File: config.mk
export PLATFORM = sky130hd
export DESIGN_NAME = note_lanes_flat
export DESIGN_NICKNAME = d
export VERILOG_FILES = /design/src/rtl/note_lanes_if.sv /design/src/rtl/note_lanes.sv /design/src/flat_wrapper.sv
export SDC_FILE = /design/constraint.sdc
export NUM_CORES = 2
export LEC_CHECK = 0
export CORE_MARGIN = 2
export CORE_UTILIZATION = 40
export DETAILED_ROUTE_END_ITERATION = 8
export PLACE_DENSITY = 0.61
export SLEW_MARGIN = 10
export SYNTH_ARGS = -nofsm -noshare
export SYNTH_HDL_FRONTEND = slang
export SYNTH_SLANG_ARGS = --single-unit
export TNS_END_PERCENT = 1
File: constraint.sdc
create_clock -name CLOCK_25 -period 37.7 [get_ports CLOCK_25]
set_input_delay 3.77 -clock CLOCK_25 [delete_from_list [all_inputs] [get_ports CLOCK_25]]
set_output_delay 3.77 -clock CLOCK_25 [all_outputs]
set_load 0.02 [all_outputs]
File: src/rtl/note_lanes_if.sv
// Command, pixel and score signals between the pattern source / vga path and note_lanes.
// The master side drives requests and pixel coordinates; the slave side is the engine.
interface note_lanes_if #(
   parameter int LANES = 4
);
   localparam int LW = (LANES > 1) ? $clog2(LANES) : 1;

   logic             spawn_valid;
   logic [LW-1:0]    spawn_lane;
   logic             spawn_ready;
   logic             frame_tick;
   logic [LANES-1:0] hit;
   logic [9:0]       next_x;
   logic [9:0]       next_y;
   logic [7:0]       R_in, G_in, B_in;
   logic [7:0]       R_out, G_out, B_out;
   logic [15:0]      score_hit;
   logic [15:0]      score_miss;

   modport master (
      output spawn_valid, spawn_lane, frame_tick, hit, next_x, next_y, R_in, G_in, B_in,
      input  spawn_ready, R_out, G_out, B_out, score_hit, score_miss
   );

   modport slave (
      input  spawn_valid, spawn_lane, frame_tick, hit, next_x, next_y, R_in, G_in, B_in,
      output spawn_ready, R_out, G_out, B_out, score_hit, score_miss
   );
endinterface

File: src/rtl/note_lanes.sv
// Multi-lane falling-note engine: slot bookkeeping, hit/miss scoring and a
// registered compositor that blends note sprites and the hit line over the background.
module note_lanes #(
   parameter int LANES    = 4,
   parameter int SLOTS    = 8,
   parameter int X0       = 192,
   parameter int LANE_W   = 64,
   parameter int NOTE_H   = 16,
   parameter int SPEED    = 2,
   parameter int V_ACTIVE = 480,
   parameter int HIT_Y    = 440,
   parameter int HIT_WIN  = 16,
   parameter int ALPHA    = 1
) (
   input logic       CLOCK_25,
   input logic       reset_n,
   note_lanes_if.slave bus
);
   localparam int LW     = (LANES > 1) ? $clog2(LANES) : 1;
   localparam int SW     = (SLOTS > 1) ? $clog2(SLOTS) : 1;
   localparam int MCW    = $clog2(LANES * SLOTS + 1);
   localparam int HCW    = $clog2(LANES + 1);
   localparam int SPAN   = LANES * LANE_W;
   // Window on the note's top edge equivalent to |y + NOTE_H/2 - HIT_Y| <= HIT_WIN
   localparam int WIN_LO = HIT_Y - HIT_WIN - NOTE_H / 2;
   localparam int WIN_HI = HIT_Y + HIT_WIN - NOTE_H / 2;

   logic [SLOTS-1:0] valid     [LANES];
   logic [9:0]       pos       [LANES][SLOTS];
   logic [SLOTS-1:0] valid_nxt [LANES];
   logic [9:0]       pos_nxt   [LANES][SLOTS];
   logic [SLOTS-1:0] hit_sel   [LANES];
   logic [LANES-1:0] hit_take;
   logic             spawn_ok;
   logic [SW-1:0]    free_i;
   logic [MCW-1:0]   miss_cnt;
   logic [HCW-1:0]   hit_cnt;
   logic [16:0]      hit_sum, miss_sum;
   logic [15:0]      score_hit_q, score_miss_q;
   logic [23:0]      pix, rgb_q;

   always_comb begin
      logic       found;
      logic [9:0] best_y;
      logic [SW-1:0] best_i;
      for (int unsigned l = 0; l < LANES; l++) begin
         hit_sel[l] = '0;
         found      = 1'b0;
         best_y     = '0;
         best_i     = '0;
         for (int unsigned s = 0; s < SLOTS; s++) begin
            if (valid[l][s] && int'(pos[l][s]) >= WIN_LO && int'(pos[l][s]) <= WIN_HI &&
                (!found || pos[l][s] > best_y)) begin
               found  = 1'b1;
               best_y = pos[l][s];
               best_i = SW'(s);
            end
         end
         hit_take[l]        = found && bus.hit[l];
         hit_sel[l][best_i] = hit_take[l];
      end
   end

   // Readiness uses pre-cycle occupancy, so a same-cycle expiry never frees a slot early
   always_comb begin
      logic found;
      spawn_ok = 1'b0;
      free_i   = '0;
      found    = 1'b0;
      for (int unsigned l = 0; l < LANES; l++) begin
         if (LW'(l) == bus.spawn_lane) begin
            for (int unsigned s = 0; s < SLOTS; s++) begin
               if (!valid[l][s] && !found) begin
                  found  = 1'b1;
                  free_i = SW'(s);
               end
            end
         end
      end
      spawn_ok = found && bus.spawn_valid;
   end

   assign bus.spawn_ready = (free_i != '0) || (spawn_ok) || (|free_scan());

   function automatic logic free_scan();
      logic r;
      r = 1'b0;
      for (int unsigned l = 0; l < LANES; l++)
         if (LW'(l) == bus.spawn_lane && !(&valid[l])) r = 1'b1;
      return r;
   endfunction

   always_comb begin
      logic [10:0] adv;
      miss_cnt = '0;
      hit_cnt  = '0;
      for (int unsigned l = 0; l < LANES; l++) begin
         valid_nxt[l] = valid[l];
         if (hit_take[l]) hit_cnt = hit_cnt + HCW'(1);
         for (int unsigned s = 0; s < SLOTS; s++) begin
            pos_nxt[l][s] = pos[l][s];
            adv           = {1'b0, pos[l][s]} + 11'(SPEED);
            if (hit_sel[l][s]) begin
               valid_nxt[l][s] = 1'b0;
            end else if (valid[l][s] && bus.frame_tick) begin
               if (adv >= 11'(V_ACTIVE)) begin
                  valid_nxt[l][s] = 1'b0;
                  miss_cnt        = miss_cnt + MCW'(1);
               end else begin
                  pos_nxt[l][s] = adv[9:0];
               end
            end
            if (spawn_ok && LW'(l) == bus.spawn_lane && SW'(s) == free_i) begin
               valid_nxt[l][s] = 1'b1;
               pos_nxt[l][s]   = '0;
            end
         end
      end
      hit_sum  = {1'b0, score_hit_q} + 17'(hit_cnt);
      miss_sum = {1'b0, score_miss_q} + 17'(miss_cnt);
   end

   always_comb begin
      logic        in_span, note_px;
      int          lane_i;
      logic [23:0] note_rgb;
      in_span  = int'(bus.next_x) >= X0 && int'(bus.next_x) < X0 + SPAN;
      lane_i   = in_span ? (int'(bus.next_x) - X0) / LANE_W : 0;
      note_px  = 1'b0;
      for (int unsigned l = 0; l < LANES; l++)
         for (int unsigned s = 0; s < SLOTS; s++)
            if (in_span && lane_i == int'(l) && valid[l][s] && bus.next_y >= pos[l][s] &&
                {1'b0, bus.next_y} < {1'b0, pos[l][s]} + 11'(NOTE_H))
               note_px = 1'b1;
      case (lane_i % 4)
         0:       note_rgb = 24'hFF0000;
         1:       note_rgb = 24'h00FF00;
         2:       note_rgb = 24'h0000FF;
         default: note_rgb = 24'hFFFF00;
      endcase
      pix = {bus.R_in, bus.G_in, bus.B_in};
      if (in_span && int'(bus.next_y) == HIT_Y)
         pix = '1;
      else if (in_span && note_px)
         pix = (ALPHA != 0) ? {(bus.R_in >> 1) + (note_rgb[23:16] >> 1),
                               (bus.G_in >> 1) + (note_rgb[15:8] >> 1),
                               (bus.B_in >> 1) + (note_rgb[7:0] >> 1)} : note_rgb;
   end

   always_ff @(posedge CLOCK_25 or negedge reset_n) begin
      if (!reset_n) begin
         for (int unsigned l = 0; l < LANES; l++) begin
            valid[l] <= '0;
            for (int unsigned s = 0; s < SLOTS; s++) pos[l][s] <= '0;
         end
         score_hit_q  <= '0;
         score_miss_q <= '0;
         rgb_q        <= '0;
      end else begin
         for (int unsigned l = 0; l < LANES; l++) begin
            valid[l] <= valid_nxt[l];
            for (int unsigned s = 0; s < SLOTS; s++) pos[l][s] <= pos_nxt[l][s];
         end
         score_hit_q  <= hit_sum[16] ? '1 : hit_sum[15:0];
         score_miss_q <= miss_sum[16] ? '1 : miss_sum[15:0];
         rgb_q        <= pix;
      end
   end

   assign bus.score_hit  = score_hit_q;
   assign bus.score_miss = score_miss_q;
   assign bus.R_out      = rgb_q[23:16];
   assign bus.G_out      = rgb_q[15:8];
   assign bus.B_out      = rgb_q[7:0];
endmodule
File: src/flat_wrapper.sv
// flat-port wrapper written by rule: the top's interface ports become plain ports
module note_lanes_flat 
#(
   parameter int LANES    = 4,
   parameter int SLOTS    = 8,
   parameter int X0       = 192,
   parameter int LANE_W   = 64,
   parameter int NOTE_H   = 16,
   parameter int SPEED    = 2,
   parameter int V_ACTIVE = 480,
   parameter int HIT_Y    = 440,
   parameter int HIT_WIN  = 16,
   parameter int ALPHA    = 1
)
  (CLOCK_25, reset_n, bus_spawn_valid, bus_spawn_lane, bus_frame_tick, bus_hit, bus_next_x, bus_next_y, bus_R_in, bus_G_in, bus_B_in, bus_spawn_ready, bus_R_out, bus_G_out, bus_B_out, bus_score_hit, bus_score_miss);
  note_lanes_if #(.LANES(LANES)) bus_i ();
  input logic CLOCK_25;
  input logic reset_n;
  input wire logic [$bits(bus_i.spawn_valid)-1:0] bus_spawn_valid;
  input wire logic [$bits(bus_i.spawn_lane)-1:0] bus_spawn_lane;
  input wire logic [$bits(bus_i.frame_tick)-1:0] bus_frame_tick;
  input wire logic [$bits(bus_i.hit)-1:0] bus_hit;
  input wire logic [$bits(bus_i.next_x)-1:0] bus_next_x;
  input wire logic [$bits(bus_i.next_y)-1:0] bus_next_y;
  input wire logic [$bits(bus_i.R_in)-1:0] bus_R_in;
  input wire logic [$bits(bus_i.G_in)-1:0] bus_G_in;
  input wire logic [$bits(bus_i.B_in)-1:0] bus_B_in;
  output wire logic [$bits(bus_i.spawn_ready)-1:0] bus_spawn_ready;
  output wire logic [$bits(bus_i.R_out)-1:0] bus_R_out;
  output wire logic [$bits(bus_i.G_out)-1:0] bus_G_out;
  output wire logic [$bits(bus_i.B_out)-1:0] bus_B_out;
  output wire logic [$bits(bus_i.score_hit)-1:0] bus_score_hit;
  output wire logic [$bits(bus_i.score_miss)-1:0] bus_score_miss;
  assign bus_i.spawn_valid = bus_spawn_valid;
  assign bus_i.spawn_lane = bus_spawn_lane;
  assign bus_i.frame_tick = bus_frame_tick;
  assign bus_i.hit = bus_hit;
  assign bus_i.next_x = bus_next_x;
  assign bus_i.next_y = bus_next_y;
  assign bus_i.R_in = bus_R_in;
  assign bus_i.G_in = bus_G_in;
  assign bus_i.B_in = bus_B_in;
  assign bus_spawn_ready = bus_i.spawn_ready;
  assign bus_R_out = bus_i.R_out;
  assign bus_G_out = bus_i.G_out;
  assign bus_B_out = bus_i.B_out;
  assign bus_score_hit = bus_i.score_hit;
  assign bus_score_miss = bus_i.score_miss;
  note_lanes #(.LANES(LANES), .SLOTS(SLOTS), .X0(X0), .LANE_W(LANE_W), .NOTE_H(NOTE_H), .SPEED(SPEED), .V_ACTIVE(V_ACTIVE), .HIT_Y(HIT_Y), .HIT_WIN(HIT_WIN), .ALPHA(ALPHA)) u_core (.CLOCK_25(CLOCK_25), .reset_n(reset_n), .bus(bus_i));
endmodule
==> flow_summary.toml <==
[status]
outcome = "finished, final reports clean"

[final_layout]
fin_nets = 6988
drive_gt1_frac = 0.05247
stdcell_area_um2 = 52970
antennaDiodeCount = 0
post-route-util = 0.4474
synthToLayoutAreaGrowth_pct = 10.74

[sta]
setup-tns-final_ns = 0
period_share = 0.9433
fin_crit_ns = 35.56
slew_headroom = 0.2695
hold_viol_final = 0
skew_ns = 0.02552
setup_viol = 0
worst_slew_pin_slew_ns = 1.087
holdWs_ns = 0.5391
drv_slew = 0
fmax_mhz = 28.12

[detailed_routing]
drc = 0
met2_wirelength_um = 64410
routed.top_layer = "met5"
wl_met3_um = 7452
wirelength_um = 141700
drt-met1-wl_um = 65950
wl_per_cell_um = 18.55
firstDrtPassIters = 7
vias = 42618
detail-route-antenna-nets = 0
drt_iter0_drc = 2794
vias_per_cell = 5.578

[synth]
yosys.area_share.simple = 0.2173
synth.distinct_cells = 111
synthCells = 5882
synth-compound-area-share = 0.1579
synthFlopType = "dfrtp_1"
synth_area_per_cell_um2 = 8.133
synth_area_leaders = "ha_1 (24%), dfrtp_1 (20%), xnor2_1 (8.3%), nor2_1 (4.7%), inv_1 (4.1%)"
seq_area_frac_synth = 0.1967
synth_top_family_by_area = "adder cells"
synthXorXnorAreaFrac = 0.1057
yosysTopAreaCellShare = 0.2438
async_reset_ff_frac = 1.000
synth-seq-cells = 376
synth_top_cell_by_area = "ha_1"
synth.mux.area_fraction = 0.02433
ys_warn_count = 0
mappedNetlistArea_um2 = 47840
synthAdderAreaFrac = 0.2461
synth_edf_count = 0

[floorplanning]
initial_core_util = 0.4040
core_um2 = 118400
io_pins = 111
fp-row-count = 126
die_h_um = 349.8
die_area_um2 = 122400
die_w_um = 349.8

[grt]
grt_max_degree = 99
grt_pass1_wl_um = 227800
antenna_found_initial = 4
grtUsageTotal = 0.2293
grt_overflow_total = 0
grt_pass1_vias = 41282

[critical_path]
cp.arrival_ns = 36.12
path_common_cell = "ha_1"
startpoint_type = "flip-flop"
cp.required_ns = 38.25
crit_type = "reg2reg"
cp_slowest_cell = "dfrtp_2"
cp-end-kind = "flip-flop"
cp_max_fo = 12
cp-startpoint = "u_core.pos[314]"
cp_slowest_stage_delay_ns = 0.48
r2r_start = "u_core.pos[314]"

[pwr]
p_per_area_nw_per_um2 = 52.22
p_leak_nw = 23.30
netSwitchingPower_mw = 1.283
irDropWorstVdd_v = 0.00004432
power_frac_comb = 0.510
p_total_mw = 2.766
switching_share = 0.4639
pwr-share-clk = 0.199
seq_power_share = 0.291
p_int_mw = 1.483

[placement]
dp_hpwl_um = 107700
gp_congestion = 0.9038
io_buffers = 110
place_area_um2 = 50820

[clock_tree]
root_buffer = "clkbuf_16"
clk_latency_ns = 0.67
cts_tree = "built"
clk_path_buf_depth = 3
cts.htree.levels = 2
clk_pin_slew_ns = 0.06
numCtsBuffers = 53
cts_hold_buf = 0
clock-sinks = 376

[min_path]
hp-class = "reg2reg"
min_from = "u_core.pos[159]"

[run]
cap_violations = 0
-- per-stage QoR --
stage / instances / setup WS [ns]
floorplan: 5909 / 3.189
global placement: 7527 / 0.5525
detailed placement: 7527 / -0.5968
CTS: 7626 / 0.07319
global route: 7641 / -0.03758
finish: 7641 / 2.138
-- flip-flops by register name, indices dropped and copies added (netlist names) --
name	flops
u_core.pos	288
u_core.bus.score_miss	16
u_core.bus.score_hit	16
u_core.valid	32
u_core.rgb_q	24
-- path summary, 6_finish.rpt --
path	end	slack [ns]	depth (start not counted)
setup reg to reg	u_core.bus.score_miss[15]	2.14	170
hold reg to reg	u_core.pos[159]	0.54	2
max in group asynchronous	u_core.pos[5]	31.65	4
setup / recovery	u_core.bus.score_miss[15]	2.14	170
hold / removal	u_core.pos[159]	0.54	2
min in group asynchronous	u_core.pos[223]	3.13	1
-- synthesized netlist by cell type (all sizes together), types with 15 or more instances --
master and instances:
ha 932, nor2 602, inv 521, xnor2 461, nand2 397, dfrtp 376
o21ai 349, a21oi 346, nand3 230, nor2b 154, nand2b 150, clkbuf 128
nor3 105, nand4 102, a21o 85, mux2i 69, or3 59, xor2 54
a31oi 45, mux2 42, and4 41, nor4 40, o22ai 37, and3 36
and2 32, a21boi 31, o211ai 31, nor4b 29, o21bai 24, a22oi 21
o2111ai 19, a211oi 18, nor3b 17, o21a 17, o221ai 16, a221o 15
o32ai 15
-- layout by cell type, fill, tap and decap left out, types with 16 or more instances in the layout --
cell,netlist,final
ha_1,932,932
nor2_1,600,598
inv_1,518,518
xnor2_1,452,452
nand2_1,396,394
dfrtp_1,376,375
a21oi_1,344,340
o21ai_0,336,329
nand3_1,229,229
nor2b_1,154,154
nand2b_1,150,150
nor3_1,104,104
nand4_1,102,102
clkdlybuf4s50_1,0,99
a21o_1,85,85
mux2i_1,69,68
buf_4,0,60
or3_1,58,57
clkbuf_16,0,53
xor2_1,51,51
a31oi_1,44,43
mux2_2,42,42
and4_1,41,41
nor4_1,39,39
and3_1,36,36
o22ai_1,36,36
o211ai_1,31,31
a21boi_0,30,30
nor4b_1,29,29
and2_1,30,29
conb_1,1,28
o21bai_1,24,24
a22oi_1,21,21
o2111ai_1,19,18
nor3b_1,17,17
o221ai_1,16,16
o21a_1,17,16
-- logic make-up after synthesis --
group | after synthesis
AND/OR/NAND/NOR | 2067
AO/OA/AOI/OAI | 1199
adder cells (fa/ha/maj) | 938
buffers and inverters | 657
XOR/XNOR | 533
flip-flops | 376
multiplexers | 111
other | 1
-- power groups by stage --
| stage | Sequential (mW) | Clock [mW] | Combinational [mW] |
|---|---|---|---|
| after floorplan | 0.683 | 0 | 1.10 |
| after global placement | 0.799 | 0 | 1.35 |
| after detailed placement | 0.802 | 0 | 1.39 |
| after CTS | 0.796 | 0.563 | 1.41 |
| after global routing | 0.829 | 0.578 | 1.64 |
| final | 0.805 | 0.550 | 1.41 |
-- timing repair --
item | CTS | global route
pin swaps | 0 | 6
buffers inserted | 0 | 11
cloned | 0 | 4
resized for setup | 4 | 39
hold endpoints to repair | 0 | 0
endpoints found under the setup margin | 16 | 16
-- final cells by class --
type	count	area, um2
fill	11683	65420
multi-input combinational	4880	36260
sequential	376	9410
tap	1600	2002
inverter	522	1959
clock buffer	73	1521
timing repair buffer	164	1476
clock inverter	26	344.1
-- routing by layer --
layer	global-route usage	vias up
li1	-	21038
met1	0.3124	20392
met2	0.3782	975
met3	0.03179	211
met4	0.06219	2
met5	0	-
-- worst max-delay path, delay by kind of cell (launching register included) --
kind | cells | cell delay (ns)
XOR/XNOR | 1 | 0.10
buffers and inverters | 12 | 1.16
adder cells (fa/ha/maj) | 39 | 11.88
flip-flops | 1 | 0.48
AND/OR/NAND/NOR | 49 | 7.73
multiplexers | 11 | 2.78
AO/OA/AOI/OAI | 58 | 11.29
(Power assumes the default switching activity.)
